## src/rtl/vdc_pkg.sv

```systemverilog
// Shared definitions for the Van der Corput phase generator.
package vdc_pkg;

  // base_sel encoding
  localparam logic [1:0] BASE_SEL_2 = 2'b00;
  localparam logic [1:0] BASE_SEL_3 = 2'b01;
  localparam logic [1:0] BASE_SEL_5 = 2'b10;
  localparam logic [1:0] BASE_SEL_7 = 2'b11;

  // Controller states
  typedef enum logic [1:0] {
    ST_IDLE = 2'd0,
    ST_ITER = 2'd1,
    ST_OUT  = 2'd2
  } state_e;

  // Map a base selector to the numeric base.
  function automatic logic [2:0] base_of(input logic [1:0] sel);
    logic [2:0] b;
    case (sel)
      BASE_SEL_2: b = 3'd2;
      BASE_SEL_3: b = 3'd3;
      BASE_SEL_5: b = 3'd5;
      BASE_SEL_7: b = 3'd7;
      default:    b = 3'd2;
    endcase
    return b;
  endfunction

endpackage

```

## src/rtl/vdc_digit_step.sv

```systemverilog
// One base-b digit extraction: divides the remaining index and the current
// place-value unit by a small constant base.
module vdc_digit_step
  import vdc_pkg::*;
#(
  parameter int K_WIDTH    = 32,
  parameter int UNIT_WIDTH = 25
) (
  input  logic [1:0]            base_sel,
  input  logic [K_WIDTH-1:0]    k_rem,
  input  logic [UNIT_WIDTH-1:0] unit,
  output logic [K_WIDTH-1:0]    k_rem_next,
  output logic [2:0]            digit,
  output logic [UNIT_WIDTH-1:0] unit_next
);

  // Constant-divisor quotients per base; each branch divides by a literal so
  // synthesis builds a fixed-constant divider rather than a generic one.
  always_comb begin
    k_rem_next = k_rem;
    unit_next  = unit;
    case (base_sel)
      BASE_SEL_2: begin
        k_rem_next = k_rem / K_WIDTH'(32'd2);
        unit_next  = unit / UNIT_WIDTH'(32'd2);
      end
      BASE_SEL_3: begin
        k_rem_next = k_rem / K_WIDTH'(32'd3);
        unit_next  = unit / UNIT_WIDTH'(32'd3);
      end
      BASE_SEL_5: begin
        k_rem_next = k_rem / K_WIDTH'(32'd5);
        unit_next  = unit / UNIT_WIDTH'(32'd5);
      end
      BASE_SEL_7: begin
        k_rem_next = k_rem / K_WIDTH'(32'd7);
        unit_next  = unit / UNIT_WIDTH'(32'd7);
      end
      default: begin
        k_rem_next = k_rem;
        unit_next  = unit;
      end
    endcase
  end

  // Remainder recovered from the quotient; it is always below the base so
  // three bits hold it.
  always_comb begin
    digit = 3'(k_rem - k_rem_next * K_WIDTH'(base_of(base_sel)));
  end

endmodule

```

## src/rtl/vdc_phase_gen.sv

```systemverilog
// Sequential Van der Corput phase generator. Produces vdc(k, base) as an
// angle in fixed-point turns, one digit per cycle, with a valid/ready output
// and an optional auto-increment streaming mode.
module vdc_phase_gen
  import vdc_pkg::*;
#(
  parameter int K_WIDTH     = 32,
  parameter int PHASE_WIDTH = 16,
  parameter int GUARD_BITS  = 8
) (
  input  logic                   clk,
  input  logic                   rst,
  input  logic                   start,
  input  logic [K_WIDTH-1:0]     k_in,
  input  logic [1:0]             base_sel,
  input  logic                   auto_inc,
  input  logic                   stop,
  output logic                   out_valid,
  input  logic                   out_ready,
  output logic [PHASE_WIDTH-1:0] phase,
  output logic [K_WIDTH-1:0]     k_out,
  output logic                   busy
);

  localparam int FRAC_WIDTH = PHASE_WIDTH + GUARD_BITS;
  localparam int UNIT_WIDTH = FRAC_WIDTH + 1;
  localparam logic [UNIT_WIDTH-1:0] UNIT_ONE = {1'b1, {FRAC_WIDTH{1'b0}}};
  localparam logic [K_WIDTH-1:0]    K_ONE    = {{(K_WIDTH-1){1'b0}}, 1'b1};

  state_e                 state_q, state_d;
  logic [1:0]             sel_q, sel_d;
  logic                   auto_q, auto_d;
  logic [K_WIDTH-1:0]     k_cur_q, k_cur_d;
  logic [K_WIDTH-1:0]     k_rem_q, k_rem_d;
  logic [FRAC_WIDTH-1:0]  acc_q, acc_d;
  logic [UNIT_WIDTH-1:0]  unit_q, unit_d;
  logic                   out_valid_q, out_valid_d;
  logic [PHASE_WIDTH-1:0] phase_q, phase_d;
  logic [K_WIDTH-1:0]     k_out_q, k_out_d;
  logic                   busy_q, busy_d;

  logic [K_WIDTH-1:0]     k_rem_next_s;
  logic [2:0]             digit_s;
  logic [UNIT_WIDTH-1:0]  unit_next_s;
  logic [UNIT_WIDTH+2:0]  addend_s;
  logic                   handshake_s;
  logic                   auto_keep_s;
  logic [K_WIDTH-1:0]     k_inc_s;

  vdc_digit_step #(
    .K_WIDTH    (K_WIDTH),
    .UNIT_WIDTH (UNIT_WIDTH)
  ) u_digit_step (
    .base_sel   (sel_q),
    .k_rem      (k_rem_q),
    .unit       (unit_q),
    .k_rem_next (k_rem_next_s),
    .digit      (digit_s),
    .unit_next  (unit_next_s)
  );

  // Datapath helpers: digit contribution, handshake, stop-adjusted auto flag.
  always_comb begin
    addend_s    = {{UNIT_WIDTH{1'b0}}, digit_s} * {3'b000, unit_next_s};
    handshake_s = (state_q == ST_OUT) && out_valid_q && out_ready;
    auto_keep_s = auto_q && !stop;
    k_inc_s     = k_cur_q + K_ONE;
  end

  // Next-state and register-update logic for the controller.
  always_comb begin
    state_d     = state_q;
    sel_d       = sel_q;
    auto_d      = auto_q;
    k_cur_d     = k_cur_q;
    k_rem_d     = k_rem_q;
    acc_d       = acc_q;
    unit_d      = unit_q;
    out_valid_d = out_valid_q;
    phase_d     = phase_q;
    k_out_d     = k_out_q;

    // stop in any busy cycle ends streaming after the point in flight
    if (state_q != ST_IDLE) begin
      auto_d = auto_keep_s;
    end else begin
      auto_d = auto_q;
    end

    case (state_q)
      ST_IDLE: begin
        if (start) begin
          state_d = ST_ITER;
          sel_d   = base_sel;
          auto_d  = auto_inc;
          k_cur_d = k_in;
          k_rem_d = k_in;
          acc_d   = {FRAC_WIDTH{1'b0}};
          unit_d  = UNIT_ONE;
        end else begin
          state_d = ST_IDLE;
        end
      end
      ST_ITER: begin
        if (k_rem_q == {K_WIDTH{1'b0}}) begin
          state_d     = ST_OUT;
          out_valid_d = 1'b1;
          phase_d     = acc_q[FRAC_WIDTH-1 -: PHASE_WIDTH];
          k_out_d     = k_cur_q;
        end else begin
          k_rem_d = k_rem_next_s;
          unit_d  = unit_next_s;
          acc_d   = acc_q + addend_s[FRAC_WIDTH-1:0];
        end
      end
      ST_OUT: begin
        if (handshake_s) begin
          out_valid_d = 1'b0;
          if (auto_keep_s) begin
            // stream the next index straight into ITER with no idle gap
            state_d = ST_ITER;
            k_cur_d = k_inc_s;
            k_rem_d = k_inc_s;
            acc_d   = {FRAC_WIDTH{1'b0}};
            unit_d  = UNIT_ONE;
          end else begin
            state_d = ST_IDLE;
          end
        end else begin
          state_d = ST_OUT;
        end
      end
      default: begin
        state_d     = ST_IDLE;
        out_valid_d = 1'b0;
      end
    endcase

    busy_d = (state_d != ST_IDLE);
  end

  // State and datapath registers; reset aborts any operation in flight.
  always_ff @(posedge clk or posedge rst) begin
    if (rst) begin
      state_q     <= ST_IDLE;
      sel_q       <= 2'b00;
      auto_q      <= 1'b0;
      k_cur_q     <= {K_WIDTH{1'b0}};
      k_rem_q     <= {K_WIDTH{1'b0}};
      acc_q       <= {FRAC_WIDTH{1'b0}};
      unit_q      <= {UNIT_WIDTH{1'b0}};
      out_valid_q <= 1'b0;
      phase_q     <= {PHASE_WIDTH{1'b0}};
      k_out_q     <= {K_WIDTH{1'b0}};
      busy_q      <= 1'b0;
    end else begin
      state_q     <= state_d;
      sel_q       <= sel_d;
      auto_q      <= auto_d;
      k_cur_q     <= k_cur_d;
      k_rem_q     <= k_rem_d;
      acc_q       <= acc_d;
      unit_q      <= unit_d;
      out_valid_q <= out_valid_d;
      phase_q     <= phase_d;
      k_out_q     <= k_out_d;
      busy_q      <= busy_d;
    end
  end

  assign out_valid = out_valid_q;
  assign phase     = phase_q;
  assign k_out     = k_out_q;
  assign busy      = busy_q;

endmodule

```

## config.mk

```make
export PLATFORM = sky130hd
export DESIGN_NAME = vdc_phase_gen
export DESIGN_NICKNAME = d
export VERILOG_FILES = /design/src/rtl/vdc_pkg.sv /design/src/rtl/vdc_digit_step.sv /design/src/rtl/vdc_phase_gen.sv
export SDC_FILE = /design/constraint.sdc
export NUM_CORES = 1
export LEC_CHECK = 0
export ABC_AREA = 0
export BUFFER_PORTS_ARGS = -buffer_cell sky130_fd_sc_hd__buf_2
export CAP_MARGIN = 5
export CORE_MARGIN = 2
export CORE_UTILIZATION = 35
export CTS_CLUSTER_DIAMETER = 50
export DETAILED_ROUTE_END_ITERATION = 8
export GPL_TIMING_DRIVEN = 0
export HOLD_SLACK_MARGIN = 0.08
export PLACE_DENSITY = 0.56
export SKIP_LAST_GASP = 1
export SLEW_MARGIN = 20
export SYNTH_ARGS = -nofsm -noshare
export SYNTH_HDL_FRONTEND = slang
export SYNTH_SLANG_ARGS = --single-unit
```

## constraint.sdc

```tcl
create_clock -name clk -period 199.1 [get_ports clk]
set_clock_uncertainty 0.1 [all_clocks]
set_input_delay 59.73 -clock clk [delete_from_list [all_inputs] [get_ports clk]]
set_output_delay 59.73 -clock clk [all_outputs]
set_load 0.01 [all_outputs]
```

### Yosys cells after proc, flatten, opt, wreduce, memory -nomap -nowiden

Index checks and enable logic that the tools add are counted.

| operators by class | value |
|---|---|
| muxes and demuxes | 30 |
| equal/unequal tests | 10 |
| multiply operators | 2 |
| $lt $le $gt $ge | 0 |
| shifts and indexed selects | 0 |
| bitwise gates (word level) | 1 |
| add/sub/neg operators | 3 |
| div/mod/pow operators | 6 |
| reduce and logical (&&, ||, !) cells | 16 |

Operators by type and width:

| operator | number |
|---|---|
| 2-to-1 mux 32 bit | 4 |
| one-hot mux 32 bit (4 select lines) | 1 |
| 2-to-1 mux 25 bit | 4 |
| one-hot mux 25 bit (4 select lines) | 1 |
| 2-to-1 mux 24 bit | 4 |
| one-hot mux 32 bit (3 select lines) | 1 |
| one-hot mux 25 bit (3 select lines) | 1 |
| one-hot mux 24 bit (3 select lines) | 1 |
| divider 32 x 3 -> 32 bit (second input constant) | 2 |
| one-hot mux 32 bit (2 select lines) | 1 |
| divider 25 x 3 -> 25 bit (second input constant) | 2 |
| adder 32 x 1 -> 32 bit (second input constant) | 1 |
| divider 32 x 2 -> 32 bit (second input constant) | 1 |
| zero test 32 bit | 1 |
| multiplier 32 x 3 -> 3 bit | 1 |
| divider 25 x 2 -> 25 bit (second input constant) | 1 |
| multiplier 3 x 25 -> 24 bit | 1 |
| adder 24 bit | 1 |
| one-hot mux 3 bit (4 select lines) | 1 |
| inequality test 2 bit (second input constant) | 5 |
| 2-to-1 mux 1 bit | 7 |
| equality test 2 bit (second input constant) | 3 |
| one-hot mux 2 bit (3 select lines) | 1 |
| nonzero test 2 bit | 3 |
| other kinds (13) | 19 |

| storage, ports and cells | value |
|---|---|
| output and inout bits | 50 |
| bits in writable memories | 0 |
| ROM bits | 0 |
| logic and storage cells | 79 |
| register bits | 168 |
| memories | 0 |
| bits of input ports | 40 |
| bits in latches | 0 |

### Depth between registers and ports, before layout

Gate-level depths: netlist (run 1).

| depth | value |
|---|---|
| word-level depth | 8 |
| gate-level depth with buffers | 310 |
| mapped depth without buffers | 293 |

### Hierarchy

A second synthesis (run 1) with hierarchy kept.

| unflattened totals | value |
|---|---|
| cell total of the unflattened synthesis | 4754 |
| area total of the unflattened synthesis | 34484.3 um^2 |

By module, submodules not included:

| module | cells each | seq. area each (um^2) | instances | area an instance (um^2) |
|---|---|---|---|---|
| vdc_digit_step | 3581 | 0.0 | 1 | 23556.3 |
| vdc_phase_gen | 1173 | 4204.0 | 1 | 10928.0 |

### Worst setup path after synthesis (run 1)

OpenSTA, ideal clock, no wires.

| path | value |
|---|---|
| path type | flip-flop to flip-flop |
| start | register sel_q[1] |
| end | register acc_q[23] |
| required time | 198.879 ns |
| setup slack | 129.774 ns |
| data arrival time | 69.105 ns |
| path buffers | 16 |
| stages on the path, launching flop included | 302 |
| cell sequence | dfrtp_1 > buf_2 > inv_1 > nor2_1 > ha_1 > nor3b_1 > a21oi_1 > o22a_1 > ha_1 > a21o_1 > a22o_1 > ha_1 > a21o_2 > a21o_1 > a31oi_4 > mux2_2 > ha_1 > a21oi_1 > (+266 left out) > a21oi_1 > o21bai_1 > a21oi_1 > o21bai_1 > a21oi_1 > o21bai_1 > a21oi_1 > o21bai_1 > a21oi_1 > o21bai_1 > a21oi_1 > o21bai_1 > a21oi_1 > o21bai_1 > a21oi_1 > xnor2_1 > xnor2_1 > a22o_1 |

| on the way | value |
|---|---|
| longest elaborated chain between the ends | 8 |
| elaborated cells between the ends (all ways) | 13 |

RTL lines:

| element | RTL line | source |
|---|---|---|
| from (decl) | vdc_phase_gen.sv:31 | `logic [1:0] sel_q, sel_d;` |
| from (signal assigned) | vdc_phase_gen.sv:158 | `sel_q <= sel_d;` |
| equality test 2 bit, or another cell as far along | vdc_pkg.sv:20, vdc_digit_step.sv:22 |  |
| one-hot mux 32 bit (4 select lines) or one-hot mux 3 bit (4 select lines) (tied branches) | vdc_digit_step.sv:22, vdc_pkg.sv:20 |  |
| multiplier 32 x 3 -> 3 bit | vdc_digit_step.sv:49 | `digit = 3'(k_rem - k_rem_next * K_WIDTH'(base_of(base_sel)));` |
| subtractor 3 bit | vdc_digit_step.sv:49 |  |
| multiplier 3 x 25 -> 24 bit (*) | vdc_phase_gen.sv:64 | `addend_s = {{UNIT_WIDTH{1'b0}}, digit_s} * {3'b000, unit_next_s};` |
| adder 24 bit (*) | vdc_phase_gen.sv:113 | `acc_d = acc_q + addend_s[FRAC_WIDTH-1:0];` |
| 2-to-1 mux 24 bit (*) | vdc_phase_gen.sv:105 | `if (k_rem_q == {K_WIDTH{1'b0}}) begin` |
| one-hot mux 24 bit (3 select lines) (*) | vdc_phase_gen.sv:90 | `case (state_q)` |
| to (signal assigned) | vdc_phase_gen.sv:150 | `acc_q <= {FRAC_WIDTH{1'b0}};` |
| to (decl) | vdc_phase_gen.sv:35 | `logic [FRAC_WIDTH-1:0] acc_q, acc_d;` |

Mark *: on every way between the ends. The rest lies on a longest branch, timed or not. The select of a mux whose other input is x is not followed.
A chain may end at the register's enable or synchronous reset.

### Worst setup path in the final report (run 1)

Ends and elaborated chain as after synthesis.

==> impl_metrics.yaml, run 1 <==
critical_path:
  start_kind: "flip-flop"
  critPathCaptureType: "flip-flop"
  worstSetupPathType: "flip-flop to flip-flop"
  slowest_delay_ps: 840
  path_delay_family: "compound AO/OA/AOI/OAI gates"
  cp_common_cell: "ha_1"
  crit_path_max_fanout: 36
  cp.arrival_ps: 84620
  cp_slowest_cell: "nor3_1"
  required_ps: 199360
  path_buf_inv: 24
yosys:
  ys_seq_area_frac: 0.119
  ys.flop_type: "dfrtp_1"
  synth_edf_count: 0
  synth_top_area_cell: "dfrtp_1"
  synth_most_common_cell: "nand2_1"
  synth_seq_cells: 168
  syn_avg_cell_area_um2: 7.18
  synth_area_leaders: "dfrtp_1 12%, xnor2_1 7.2%, ha_1 5.0%, a21oi_1 5.0%, nand2_1 4.9%"
  netlist.area_leader.share: 0.119
  synth_nets: 5143
  syn_inst: 4915
  synth.top_cells.by_count: "458 x nand2_1, 449 x nor2_1, 351 x a21oi_1"
  syn_area_mm2: 0.0353
  ys_warn_count: 0
  yosysUniqueCellTypes: 143
  synth_async_sr_flop_share: 1.00
clocking:
  post_cts_buffers: 0
  cts_tree: "built"
  cts_resized: 0
  cts_buffer_depth: 2
  htree_levels: 4
  cts_sinks: 168
  clk_pin_slew_worst_paths_ps: 70
  cts_hold_buf: 0
  clock_latency_ps: 470
  cts-root-buf: "clkbuf_16"
  cts_buffers: 17
sta:
  slew_headroom: 0.195
  rsz0062_at_grt: "no"
  hold_viol_final: 0
  worstMarginPinSlew_ps: 1180
  slew_viol_final: 0
  finalSetupTns_ps: 0
  fmax_mhz: 11.9
  period_share: 0.424
  setup_viol: 0
  finalCriticalPeriod_ps: 84370
routing:
  wl_um: 122000
  wire_per_inst_um: 19.3
  vias_per_cell: 6.00
  drt-initial-drc-count: 3422
  via_count: 38100
  remaining_drc_errors: 0
  drtAntennaViolNets: 0
  dr.pass1.iters: 5
placed_design:
  port_buffers: 89
  gp_congestion: 0.914
  hpwl_um: 99700
floorplanning:
  dieArea_mm2: 0.103
  die_y_um: 322
  start_util: 0.353
  num_rows: 116
  die_width_um: 322
  num_io_pins: 90
  core-area_mm2: 0.100
cells_and_area:
  post-route-util: 0.381
  area_growth_pct: 7.89
  fin_nets: 5255
  drive_gt1_frac: 0.0899
global_routing:
  grt_pass1_wl_um: 193000
  grt_overflow: 0
  grt_usage: 0.227
  antenna_found_initial: 10
  grt_pass1_vias: 34800
  grt_max_degree: 86
run:
  cap_viol_max_count: 0
min_path:
  hold_class: "flip-flop to flip-flop"
outcome:
  status: "complete, no violations"
==> sequential cells by signal (all words and copies together) (netlist names) <==
register and cells:
out_valid 1, k_out 32, phase 16, unit_q 25, k_rem_q 32, auto_q 1
sel_q 2, acc_q 24, state_q 2, k_cur_q 32, busy 1
==> worst reg2reg max path, delay by kind of cell, from the launching register on <==
kind	cells	cell delay, ps
XOR/XNOR	28	5830
buffers and inverters	24	5210
AO/OA/AOI/OAI	118	30270
multiplexers	5	1600
adder cells (fa/ha/maj)	36	12650
flip-flops	1	360
AND/OR/NAND/NOR	91	28290
==> stage by stage <==
step	cells	hold WS [ps]	instance area, µm²	worst slack (ps)
after floorplan	4915	350	35300	129770
after global routing	6341	414	38100	108360
after detailed placement	6306	381	37500	115960
final	6343	392	38100	114730
after CTS	6338	397	38100	115610
after global placement	6302	368	37400	110500
==> cell type report <==
class	instances	area, µm²
Antenna cell	5	12.5
Buffer	187	822
Clock buffer	19	443
Clock inverter	13	131
Fill cell	10600	61900
Inverter	218	828
Multi-Input combinational cell	4342	29500
Sequential cell	168	4200
Tap cell	1298	1620
Timing Repair Buffer	93	548
==> routing by layer <==
layer / track usage / vias up / share of wire
li1: - / 18700 / -
met1: 0.333 / 18200 / 0.49
met2: 0.347 / 1081 / 0.43
met3: 0.0401 / 118 / 0.067
met4: 0.0381 / 8 / 0.016
met5: 0 / - / 0.00045
==> cells by family (layout without fill, tap and decap cells) <==
family	after synthesis	in the layout	share of synthesized area
adder cells (fa/ha/maj)	190	190	0.0770
AO/OA/AOI/OAI	1512	1512	0.293
flip-flops	168	168	0.119
other	0	5	0
multiplexers	168	168	0.0511
AND/OR/NAND/NOR	2024	2024	0.302
buffers and inverters	405	530	0.0465
XOR/XNOR	448	448	0.112
==> final timing paths <==
| check | start | end | slack (ps) | cells after the start |
|---|---|---|---|---|
| min in group asynchronous | rst | k_out[29]$_DFFE_PP0P_ | 59270 | 2 |
| worst max register to register | sel_q[1]$_DFFE_PP0P_ | acc_q[23]$_DFFE_PP0P_ | 114730 | 302 |
| worst min register to register | acc_q[4]$_DFFE_PP0P_ | acc_q[4]$_DFFE_PP0P_ | 390 | 2 |
| worst min-delay path | acc_q[4]$_DFFE_PP0P_ | acc_q[4]$_DFFE_PP0P_ | 390 | 2 |
| max in group asynchronous | rst | k_out[4]$_DFFE_PP0P_ | 138730 | 3 |
| worst max-delay path | sel_q[1]$_DFFE_PP0P_ | acc_q[23]$_DFFE_PP0P_ | 114730 | 302 |
==> placed cells by master, fill, tap and decap left out, types with 50 or more instances in the layout <==
cell type  instances
a21o_1            99
a31oi_1           72
buf_2            124
nor2b_1           50
nor4_1            73
mux2i_1           71
ha_1             142
clkbuf_1         121
nand2_1          458
or3_1             56
o31ai_1           53
and3_1            97
nand4_1           79
mux2_2            94
nand3_1          181
inv_1            213
o21ai_0          316
dfrtp_1          168
and2_1            79
nor2_1           448
or2_2             55
xnor2_1          292
nor3_1           166
a21oi_1          351
xor2_1           151
Power of run 1 is not shown: default switching activity piles up to over one toggle a cycle in this logic, so the estimate is an artifact.
==> inputs of run 2 (changes only) <==
--- a/config.mk
+++ b/config.mk
@@ -14,7 +14,7 @@
 export DETAILED_ROUTE_END_ITERATION = 8
 export GPL_TIMING_DRIVEN = 0
 export HOLD_SLACK_MARGIN = 0.08
-export PLACE_DENSITY = 0.56
+export PLACE_DENSITY = 0.57
 export SKIP_LAST_GASP = 1
 export SLEW_MARGIN = 20
 export SYNTH_ARGS = -nofsm -noshare
==> constraint.sdc (replaced) <==
create_clock -name clk -period 73.2 [get_ports clk]
set_clock_uncertainty 0.1 [all_clocks]
set_input_delay 21.96 -clock clk [delete_from_list [all_inputs] [get_ports clk]]
set_output_delay 21.96 -clock clk [all_outputs]
set_load 0.01 [all_outputs]
==> run 2 against run 1 <==
  * Flip-flop and latch count unchanged
  * Routed wire length increased by 0.85%
  * Critical path depth up 1
  * Register-to-register slack worse by 110000 ps
  * Maximum frequency up 21%
  * Design area is 3.3% higher
  * Global-route usage rose by 0.061 points
  * Sequential share of layout area down 0.35 points
  * Worst setup slack worse by 110000 ps
  * Via count up 1.4%
  * Hold slack improved by 0.83 ps
  * Clock-buffer cell count is the same
  * Critical endpoint unchanged
==> impl_metrics.yaml, run 2 (synthesis gave the netlist of run 1 again) <==
floorplanning:
  core-area_mm2: 0.100
  num_rows: 116
  start_util: 0.353
  num_io_pins: 90
  die_y_um: 322
  die_width_um: 322
  dieArea_mm2: 0.103
critical_path:
  setup.worst_path.start: "sel_q[1]$_DFFE_PP0P_"
  cp_slowest_cell: "or4_1"
  required_ps: 73440
  start_kind: "flip-flop"
  critPathCaptureType: "flip-flop"
  cp_common_cell: "ha_1"
  worstSetupPathType: "flip-flop to flip-flop"
  crit_path_max_fanout: 22
  slowest_delay_ps: 570
  r2r_start: "sel_q[1]$_DFFE_PP0P_"
  cp.arrival_ps: 69690
global_routing:
  grt_usage: 0.228
  grt_overflow: 0
  grt_pass1_wl_um: 195000
  grt_pass1_vias: 35500
  grt_max_degree: 86
  antenna_found_initial: 10
routing:
  wire_per_inst_um: 19.2
  highest_layer: "met5"
  drtAntennaViolNets: 0
  met2_wirelength_um: 53400
  wl_um: 123000
  via_count: 38600
  vias_per_cell: 6.02
  drt-initial-drc-count: 3328
  wl_met3_um: 8140
  wl_met1_um: 59000
  remaining_drc_errors: 0
  dr.pass1.iters: 5
sta:
  slew_viol_final: 0
  slew_headroom: 0.213
  finalSetupTns_ps: 0
  finalWorstSetupSlack_ps: 3750
  finalCriticalPeriod_ps: 69450
  period_share: 0.949
  holdWs_ps: 393
  fmax_mhz: 14.4
  setup_viol: 0
  worstMarginPinSlew_ps: 1150
  hold_viol_final: 0
placed_design:
  pre_cts_ws_ps: -9800
  gp_congestion: 0.958
  hpwl_um: 98300
  port_buffers: 89
clocking:
  cts-root-buf: "clkbuf_16"
  clock_latency_ps: 460
  htree_levels: 4
  clk_pin_slew_worst_paths_ps: 70
  cts_buffer_depth: 2
  cts_sinks: 168
  cts_tree: "built"
  cts_buffers: 17
  cts_hold_buf: 0
cells_and_area:
  drive_gt1_frac: 0.123
  final_cell_mix: "455 x nand2_1, 436 x nor2_1, 324 x a21oi_1"
  final_common_cell: "nand2_1"
  post-route-util: 0.394
  area_growth_pct: 11.5
  fin_nets: 5325
run:
  cap_viol_max_count: 0
min_path:
  worstHoldStart: "acc_q[3]$_DFFE_PP0P_"
  hold_class: "flip-flop to flip-flop"
outcome:
  status: "complete, no violations"
==> run 2: worst paths after layout <==
kind	end	slack, ps	cells after the start
setup reg to reg	acc_q[23]$_DFFE_PP0P_	3750	303
min in group asynchronous	k_out[30]$_DFFE_PP0P_	21500	2
setup / recovery	acc_q[23]$_DFFE_PP0P_	3750	303
hold / removal	acc_q[3]$_DFFE_PP0P_	390	2
hold reg to reg	acc_q[3]$_DFFE_PP0P_	390	2
max in group asynchronous	k_rem_q[6]$_DFFE_PP0P_	50590	3
==> run 2: per-layer routing <==
layer  up-vias  global-route usage
li1      18800                   -
met1     18500               0.331
met2      1179               0.355
met3       165              0.0290
met4         6              0.0502
met5         -                   0
==> run 2: timing repair <==
item                                    in CTS  in global routing
pin swaps                                   17                 33
resized for setup                           67                 95
endpoints found under the setup margin      26                 24
buffers inserted                            25                 45
cloned                                       0                  2
==> run 2: critical path: cells and delay by family, from the launching register on <==
kind	cells	cell delay (ps)
adder cells (fa/ha/maj)	37	12280
multiplexers	9	2910
XOR/XNOR	25	4330
flip-flops	1	380
AO/OA/AOI/OAI	113	24450
buffers and inverters	27	4980
AND/OR/NAND/NOR	92	19610
==> run 2: metrics by stage <==
stage / instance area [µm²] / std cells
after global placement: 37400 / 6302
after global routing: 39400 / 6412
after detailed placement: 37500 / 6306
after CTS: 38600 / 6362
final: 39400 / 6414
after floorplan: 35300 / 4915
==> run 2: cell type report <==
| class | count | area (µm²) |
|---|---|---|
| Fill cell | 10500 | 60600 |
| Multi-Input combinational cell | 4342 | 30100 |
| Sequential cell | 168 | 4200 |
| Tap cell | 1298 | 1620 |
| Timing Repair Buffer | 164 | 1100 |
| Buffer | 185 | 848 |
| Inverter | 218 | 838 |
| Clock buffer | 19 | 443 |
| Clock inverter | 13 | 133 |
| Antenna cell | 6 | 15.0 |
| Timing Repair inverter | 1 | 8.76 |
Power of run 2 is left out for the same reason.
